File: src/rtl/bank_isu_pkg.sv
`default_nettype none
// ============================================================================
// Module      : bank_isu_pkg
// Description : Shared sizes, types and helpers for the bank issue scheduler.
//               CHANNEL_NUM read channels plus one non-channel lane, an IQ of
//               DEPTH = 2**PTR_WIDTH entries, and the scheduler FSM encoding.
// Revision    : 1.0 - initial release
// ============================================================================
package bank_isu_pkg;

    localparam int CHANNEL_NUM = 3;
    localparam int PTR_WIDTH   = 6;
    localparam int DEPTH       = 1 << PTR_WIDTH;

    // Lanes: 0..CHANNEL_NUM-1 are read channels, LANE_NONCH is everything else.
    localparam int LANE_NUM    = CHANNEL_NUM + 1;
    localparam int LANE_NONCH  = 3;
    localparam int CH_ID_WIDTH = 2;

    typedef enum logic [1:0] {
        SCHED_RUN   = 2'd0,
        SCHED_DRAIN = 2'd1,
        SCHED_HALT  = 2'd2
    } sched_state_e;

    typedef logic [CH_ID_WIDTH-1:0] ch_id_t;
    typedef logic [PTR_WIDTH-1:0]   iq_ptr_t;
    typedef logic [DEPTH-1:0]       iq_vec_t;

    function automatic iq_vec_t ptr_onehot(input iq_ptr_t ptr);
        iq_vec_t v;
        v      = '0;
        v[ptr] = 1'b1;
        return v;
    endfunction

endpackage
`default_nettype wire

File: src/rtl/bank_isu_oldest_pick.sv
`default_nettype none
// ============================================================================
// Module      : bank_isu_oldest_pick
// Description : Combinational oldest-first picker. Returns the first set bit
//               of req_vec_i found scanning upward from bottom_ptr_i with
//               wrap from DEPTH-1 to 0.
// Ports       : req_vec_i    - candidate vector (one bit per IQ entry)
//               bottom_ptr_i - index of the oldest IQ entry
//               found_o      - at least one candidate present
//               ptr_o        - index of the oldest candidate (0 when none)
// Revision    : 1.0 - initial release
// ============================================================================
module bank_isu_oldest_pick
    import bank_isu_pkg::*;
#(
    parameter int PICK_PTR_WIDTH = PTR_WIDTH,
    parameter int PICK_DEPTH     = 1 << PICK_PTR_WIDTH
) (
    input  logic [PICK_DEPTH-1:0]     req_vec_i,
    input  logic [PICK_PTR_WIDTH-1:0] bottom_ptr_i,
    output logic                      found_o,
    output logic [PICK_PTR_WIDTH-1:0] ptr_o
);

    // Walk age offsets from youngest to oldest so the oldest hit overwrites
    // any younger one. DEPTH is a power of two, so the pointer add wraps
    // naturally and gives the modulo-DEPTH index directly.
    always_comb begin
        logic [PICK_PTR_WIDTH-1:0] idx;
        found_o = 1'b0;
        ptr_o   = '0;
        idx     = '0;
        for (int k = PICK_DEPTH - 1; k >= 0; k--) begin
            idx = bottom_ptr_i + PICK_PTR_WIDTH'(k);
            if (req_vec_i[idx]) begin
                found_o = 1'b1;
                ptr_o   = idx;
            end
        end
    end

endmodule
`default_nettype wire

File: src/rtl/bank_isu_issue_sched.sv
`default_nettype none
// ============================================================================
// Module      : bank_isu_issue_sched
// Description : Per-bank issue scheduler between the bank issue queue and the
//               bank pipeline. Picks one eligible IQ entry per cycle using
//               round-robin across lanes and oldest-first within a lane,
//               holds it in a registered valid/ready issue slot and pulses a
//               dequeue back to the IQ on handshake. A RUN/DRAIN/HALT FSM
//               lets bank control drain and halt issue.
// Ports       : clk, rst_n             - clock, async active-low reset
//               iq_valid_array         - IQ entry valid
//               credit_allow_array     - entry holds credit
//               iq_bottom_ptr          - oldest IQ entry
//               iq_entry_req_from_chN  - entry targets read channel N
//               iss_valid/ready/ptr/ch_id - issue slot handshake and payload
//               iq_deq_valid/ptr       - dequeue pulse to the IQ
//               flush_req, resume      - drain+halt request, leave halt
//               sched_halted           - scheduler is halted
// Revision    : 1.0 - initial release
// ============================================================================
module bank_isu_issue_sched
    import bank_isu_pkg::*;
(
    input  logic                 clk,
    input  logic                 rst_n,
    input  logic [DEPTH-1:0]     iq_valid_array,
    input  logic [DEPTH-1:0]     credit_allow_array,
    input  logic [PTR_WIDTH-1:0] iq_bottom_ptr,
    input  logic [DEPTH-1:0]     iq_entry_req_from_ch0,
    input  logic [DEPTH-1:0]     iq_entry_req_from_ch1,
    input  logic [DEPTH-1:0]     iq_entry_req_from_ch2,
    output logic                 iss_valid,
    input  logic                 iss_ready,
    output logic [PTR_WIDTH-1:0] iss_ptr,
    output logic [1:0]           iss_ch_id,
    output logic                 iq_deq_valid,
    output logic [PTR_WIDTH-1:0] iq_deq_ptr,
    input  logic                 flush_req,
    input  logic                 resume,
    output logic                 sched_halted
);

    // ------------------------------------------------------------------
    // State
    // ------------------------------------------------------------------
    sched_state_e state_q, state_d;
    logic         iss_valid_q, iss_valid_d;
    iq_ptr_t      iss_ptr_q, iss_ptr_d;
    ch_id_t       iss_ch_id_q, iss_ch_id_d;
    ch_id_t       rr_ptr_q, rr_ptr_d;
    iq_vec_t      issued_mask_q, issued_mask_d;
    logic         sched_halted_q;

    // ------------------------------------------------------------------
    // Eligibility and lane split
    // ------------------------------------------------------------------
    iq_vec_t eligible;
    iq_vec_t any_ch_req;
    iq_vec_t ch_req   [CHANNEL_NUM];
    iq_vec_t lane_vec [LANE_NUM];
    logic    [LANE_NUM-1:0] lane_found;
    iq_ptr_t lane_ptr [LANE_NUM];

    assign ch_req[0] = iq_entry_req_from_ch0;
    assign ch_req[1] = iq_entry_req_from_ch1;
    assign ch_req[2] = iq_entry_req_from_ch2;

    // Entries already sitting in (or having passed through) the slot stay
    // blocked until the IQ drops their valid bit.
    assign eligible   = iq_valid_array & credit_allow_array & ~issued_mask_q;
    assign any_ch_req = iq_entry_req_from_ch0 | iq_entry_req_from_ch1 |
                        iq_entry_req_from_ch2;

    generate
        for (genvar g = 0; g < CHANNEL_NUM; g++) begin : g_ch_lane
            assign lane_vec[g] = eligible & ch_req[g];
        end
    endgenerate

    assign lane_vec[LANE_NONCH] = eligible & ~any_ch_req;

    generate
        for (genvar g = 0; g < LANE_NUM; g++) begin : g_lane_pick
            bank_isu_oldest_pick #(
                .PICK_PTR_WIDTH (PTR_WIDTH),
                .PICK_DEPTH     (DEPTH)
            ) u_pick (
                .req_vec_i    (lane_vec[g]),
                .bottom_ptr_i (iq_bottom_ptr),
                .found_o      (lane_found[g]),
                .ptr_o        (lane_ptr[g])
            );
        end
    endgenerate

    // ------------------------------------------------------------------
    // Round-robin lane arbitration starting at rr_ptr_q
    // ------------------------------------------------------------------
    logic    win_found;
    ch_id_t  win_lane;
    iq_ptr_t win_ptr;

    // Offsets are walked from farthest to nearest so the lane closest to
    // rr_ptr_q (in circular order) is the one left standing.
    always_comb begin
        ch_id_t lane_idx;
        win_found = 1'b0;
        win_lane  = '0;
        win_ptr   = '0;
        lane_idx  = '0;
        for (int k = LANE_NUM - 1; k >= 0; k--) begin
            lane_idx = ch_id_t'((int'(rr_ptr_q) + k) % LANE_NUM);
            if (lane_found[lane_idx]) begin
                win_found = 1'b1;
                win_lane  = lane_idx;
                win_ptr   = lane_ptr[lane_idx];
            end
        end
    end

    // A flush request suppresses the load in the cycle it moves RUN -> DRAIN.
    logic load_en;
    logic handshake;

    assign handshake = iss_valid_q & iss_ready;
    assign load_en   = (state_q == SCHED_RUN) & ~flush_req & win_found &
                       (~iss_valid_q | iss_ready);

    // ------------------------------------------------------------------
    // FSM: next state
    // ------------------------------------------------------------------
    always_comb begin
        state_d = state_q;
        unique case (state_q)
            SCHED_RUN: begin
                if (flush_req) state_d = SCHED_DRAIN;
            end
            SCHED_DRAIN: begin
                // Slot empty, or its last occupant leaves this cycle.
                if (!iss_valid_q || iss_ready) state_d = SCHED_HALT;
            end
            SCHED_HALT: begin
                if (resume) state_d = SCHED_RUN;
            end
            default: state_d = SCHED_RUN;
        endcase
    end

    // ------------------------------------------------------------------
    // Issue slot, round-robin pointer and issued mask: next state
    // ------------------------------------------------------------------
    always_comb begin
        iss_valid_d   = iss_valid_q;
        iss_ptr_d     = iss_ptr_q;
        iss_ch_id_d   = iss_ch_id_q;
        rr_ptr_d      = rr_ptr_q;
        issued_mask_d = issued_mask_q & iq_valid_array;

        if (load_en) begin
            iss_valid_d   = 1'b1;
            iss_ptr_d     = win_ptr;
            iss_ch_id_d   = win_lane;
            rr_ptr_d      = (win_lane == ch_id_t'(LANE_NUM - 1)) ? '0
                                                                 : win_lane + 1'b1;
            // OR-ed in after the clear so a same-cycle set wins.
            issued_mask_d = issued_mask_d | ptr_onehot(win_ptr);
        end else if (handshake) begin
            iss_valid_d   = 1'b0;
        end
    end

    // ------------------------------------------------------------------
    // Registers
    // ------------------------------------------------------------------
    always_ff @(posedge clk or negedge rst_n) begin
        if (!rst_n) begin
            state_q        <= SCHED_RUN;
            iss_valid_q    <= 1'b0;
            iss_ptr_q      <= '0;
            iss_ch_id_q    <= '0;
            rr_ptr_q       <= '0;
            issued_mask_q  <= '0;
            sched_halted_q <= 1'b0;
        end else begin
            state_q        <= state_d;
            iss_valid_q    <= iss_valid_d;
            iss_ptr_q      <= iss_ptr_d;
            iss_ch_id_q    <= iss_ch_id_d;
            rr_ptr_q       <= rr_ptr_d;
            issued_mask_q  <= issued_mask_d;
            sched_halted_q <= (state_d == SCHED_HALT);
        end
    end

    // ------------------------------------------------------------------
    // Outputs
    // ------------------------------------------------------------------
    assign iss_valid    = iss_valid_q;
    assign iss_ptr      = iss_ptr_q;
    assign iss_ch_id    = iss_ch_id_q;
    assign iq_deq_valid = handshake;
    assign iq_deq_ptr   = iss_ptr_q;
    assign sched_halted = sched_halted_q;

endmodule
`default_nettype wire

File: config.mk
export PLATFORM = sky130hd
export DESIGN_NAME = bank_isu_issue_sched
export DESIGN_NICKNAME = d
export VERILOG_FILES = /design/src/rtl/bank_isu_pkg.sv /design/src/rtl/bank_isu_oldest_pick.sv /design/src/rtl/bank_isu_issue_sched.sv
export SDC_FILE = /design/constraint.sdc
export NUM_CORES = 2
export LEC_CHECK = 0
export CAP_MARGIN = 5
export CORE_MARGIN = 10
export CORE_UTILIZATION = 25
export DETAILED_ROUTE_END_ITERATION = 12
export DONT_BUFFER_PORTS = 1
export PLACE_DENSITY = 0.47
export REMOVE_ABC_BUFFERS = 1
export SLEW_MARGIN = 40
export SYNTH_ARGS = -nofsm -noshare
export SYNTH_HDL_FRONTEND = slang
export SYNTH_HIERARCHICAL = 1
export SYNTH_SLANG_ARGS = --single-unit
File: constraint.sdc
create_clock -name clk -period 7.8 [get_ports clk]
set_clock_uncertainty 0.15 [all_clocks]
set_input_delay 1.17 -clock clk [delete_from_list [all_inputs] [get_ports clk]]
set_output_delay 1.17 -clock clk [all_outputs]
set_load 0.02 [all_outputs]
==> key figures <==
Outcome
  – Status: finished, violations left
  – Failing checks: negative setup slack

Clock network
  – Worst-Skew Late Latency: 490 ps
  – Clock Sinks: 78
  – Max Buffers Root-to-Sink: 2
  – Clk root buf: clkbuf_16
  – Hold Buf Count CTS: 0
  – Reg clk slew, reported paths: about 120 ps
  – CTS tree: done
  – H-tree levels: 3
  – CTS buffer count: 9

Critical path
  – Slowest cell on crit path: mux4_2
  – CP bufs+invs: 13
  – Setup CP Type: input port to register
  – FF-to-FF setup slack: roughly 120 ps
  – Crit path DAT: 8050 ps
  – WP data required: 7980 ps
  – Critical path capture point type: register
  – CP top delay family: buffers and inverters
  – Setup crit start kind: input port
  – Crit Path Max Fanout: 16
  – Slowest stage delay, CP: about 610 ps

Synth
  – FFs w/ async S/R, synth: 100%
  – Post-synthesis adder-cell area fraction: 1.42%
  – Distinct cells, synth: 113
  – Area leader, netlist: mux4_2
  – Seq/Total Area, Yosys: 3.41%
  – Synth Area in XOR/XNOR: 5.08%
  – Post-synth top cells: 733 x nand2_1, 649 x mux2i_1, 536 x mux4_2
  – Synth Area in Compound Gates: between 20 and 30%
  – Syn Inst Count: 7085
  – Yosys top cell area share: 21.1%
  – Post-synthesis mux area share: 37.0%
  – Yosys Warn Count: 6
  – Synth Flop Type: dfrtp_1
  – Post-synth EDFFs: 0
  – Mapped cell area: between 50000 and 60000 um^2
  – Simple-gate portion of the synthesized area: about 22%
  – Synth top area cells: mux4_2 21%, mux2i_1 11%, nand2_1 4.8%, a21oi_1 4.1%, xnor2_1 3.8%
  – Largest family of logic cells by synthesized area: multiplexers
  – Yosys reg bits: 78
  – Synthesized area per cell: 8.09 um^2
  – Top-count cell post-synth: nand2_1

Timing
  – Setup WS post-layout: -73.6 ps
  – Final Critical Period: 7870 ps
  – Fmax: 127 MHz
  – Max-slew violations: 0
  – Final Hold Vio Count: 0
  – Final setup viols: 13
  – Worst Max-Slew Pin Slew: about 1400 ps
  – Slew HR: 7.97%
  – Fin crit share: 101%

Routing
  – Drt drc: 0
  – Via Count: between 70000 and 80000
  – Vias/cell: about 6.3
  – Initial DRC Count: around 10000
  – Drt first pass iters: 8
  – Total Wirelength: 474 mm
  – Routed length per instance: 38.0 um
  – Antenna Nets Post-Route: 0

Layout
  – Finished Layout Cells: 12500
  – Post-route cell area: between 80000 and 90000 um^2
  – Multi-input logic area: approximately 54000 um^2
  – Final nets: 9796
  – # fillers: 23900
  – Area Overhead vs Synth: 46.4%
  – Final Util: 36.9%
  – Register area: 1960 um^2
  – Share of layout cells above drive strength 1: 41.0%

Place
  – Count of input and output buffers: 0
  – Detailed placer's ending HPWL: 389 mm
  – Placer Congestion: 1.11
  – Post-Place Cells: 12300
  – Area after DPL: a little over 80000 um^2

GRT
  – Vias in the first global route: ~74000
  – Initial antenna violation count: 48
  – Total track usage: a little over a third
  – First-pass GRT wire length: 633 mm
  – Global route total overflow: 0
  – Pin count of the biggest net entering global routing: 269

Min path
  – Hold Path Class: input port to asynchronous set/reset pin

Floorplan
  – Site row count: 175
  – CORE AREA: 228000 um^2
  – Io pins: ~350
  – Die area: 249000 um^2
  – Die X: 499 um
  – Initial Utilization: 25.2%
  – Die H: 499 um

Power and ir drop
  – Peak VDD IR: ~0.00019 V
  – PwrDens: 164 nW/um^2
  – Total chip power: around 0.014 W
  – Leakage Power: 35.6 nW

Job
  – Max Cap Viol: 0
[cell usage in the layout (no fill, tap or decap), types with 76 or more instances in the layout]
master	count
inv_1	121
a21oi_1	468
buf_12	171
a22oi_1	101
dfrtp_1	76
o21ai_1	77
and2_1	235
a211oi_1	102
buf_4	2557
mux4_2	536
mux2_2	190
mux2i_1	611
nand2b_1	83
nand3_1	183
nor3_1	159
nor2b_1	98
nor2_1	472
o22ai_1	106
o211ai_1	97
o21ai_0	345
nand2_1	728
xnor2_1	238
[state kept, by name (all words and copies together), names as in the netlist]
register       flops
issued_mask_q     64
iss_valid          1
iss_ch_id          2
state_q            2
sched_halted       1
iq_deq_ptr         6
rr_ptr_q           2
[routing by layer]
metal / global-route usage [%] / part of all wire [%] / vias to the layer above / wire (um)
met1: 42.3 / 37 / 39000 / 176000
met2: 55.9 / 44 / 5040 / 206000
met3: 7.12 / 8.6 / 1360 / 41000
met4: 29.9 / 11 / 16 / 50200
met5: 0 / 0.020 / - / 97
li1: - / - / 32800 / -
[per-stage QoR]
| stage | hold WS, ps | setup TNS, ps | worst slack, ps |
|---|---|---|---|
| 2_1_floorplan | 291 | 0 | 114 |
| 3_3_place_gp | 311 | -63550 | -1430 |
| 3_5_place_dp | 313 | -156600 | -2390 |
| 4_1_cts | 208 | 0 | 1.35 |
| 5_1_grt | 207 | -19.6 | -6.64 |
| 6_report | 203 | -442 | -73.6 |
[cells by family after synthesis]
group	Yosys count
compound gates	2144
xor+xnor	300
fa+ha+maj	65
buf+inv	608
flops	78
mux	1405
simple gates	2485
[power breakdown]
| group | internal (W) | total [W] | switching, W |
|---|---|---|---|
| registers | 0.000464 | 0.000652 | 0.000188 |
| logic | 0.00542 | 0.0125 | 0.00711 |
| clock network | 0.000224 | 0.000537 | 0.000313 |
| total | 0.00611 | 0.0137 | 0.00761 |
[final timing paths]
path | to | startpoint | cells past startpoint
worst min-delay path | issued_mask_q[8] | rst_n | 0
min in group clk | issued_mask_q[43] | issued_mask_q[43] | 2
worst max-delay path | issued_mask_q[62] | iq_bottom_ptr[0] | 30
worst min register to register | issued_mask_q[43] | issued_mask_q[43] | 2
worst max register to register | issued_mask_q[37] | issued_mask_q[60] | 28
max in group asynchronous | issued_mask_q[56] | rst_n | 0
[cell type report]
cell class / count / share of cell area (%)
diodes: 59 / 0.176
well taps: 3009 / 4.49
clock buffers: 9 / 0.268
inverters: 149 / 0.666
flip-flops and latches: 78 / 2.33
multi-input cells: 6399 / 63.9
repair buffers: 2763 / 28.1
clock inverters: 7 / 0.0731
[repair_timing]
| action | CTS | global route |
|---|---|---|
| setup buffers | 23 | 35 |
| resized for setup | 32 | 123 |
| cloned | 14 | 12 |
| setup endpoints to repair | 75 | 74 |
| pin swaps | 4 | 26 |
Power figures use the tool's default switching activity.
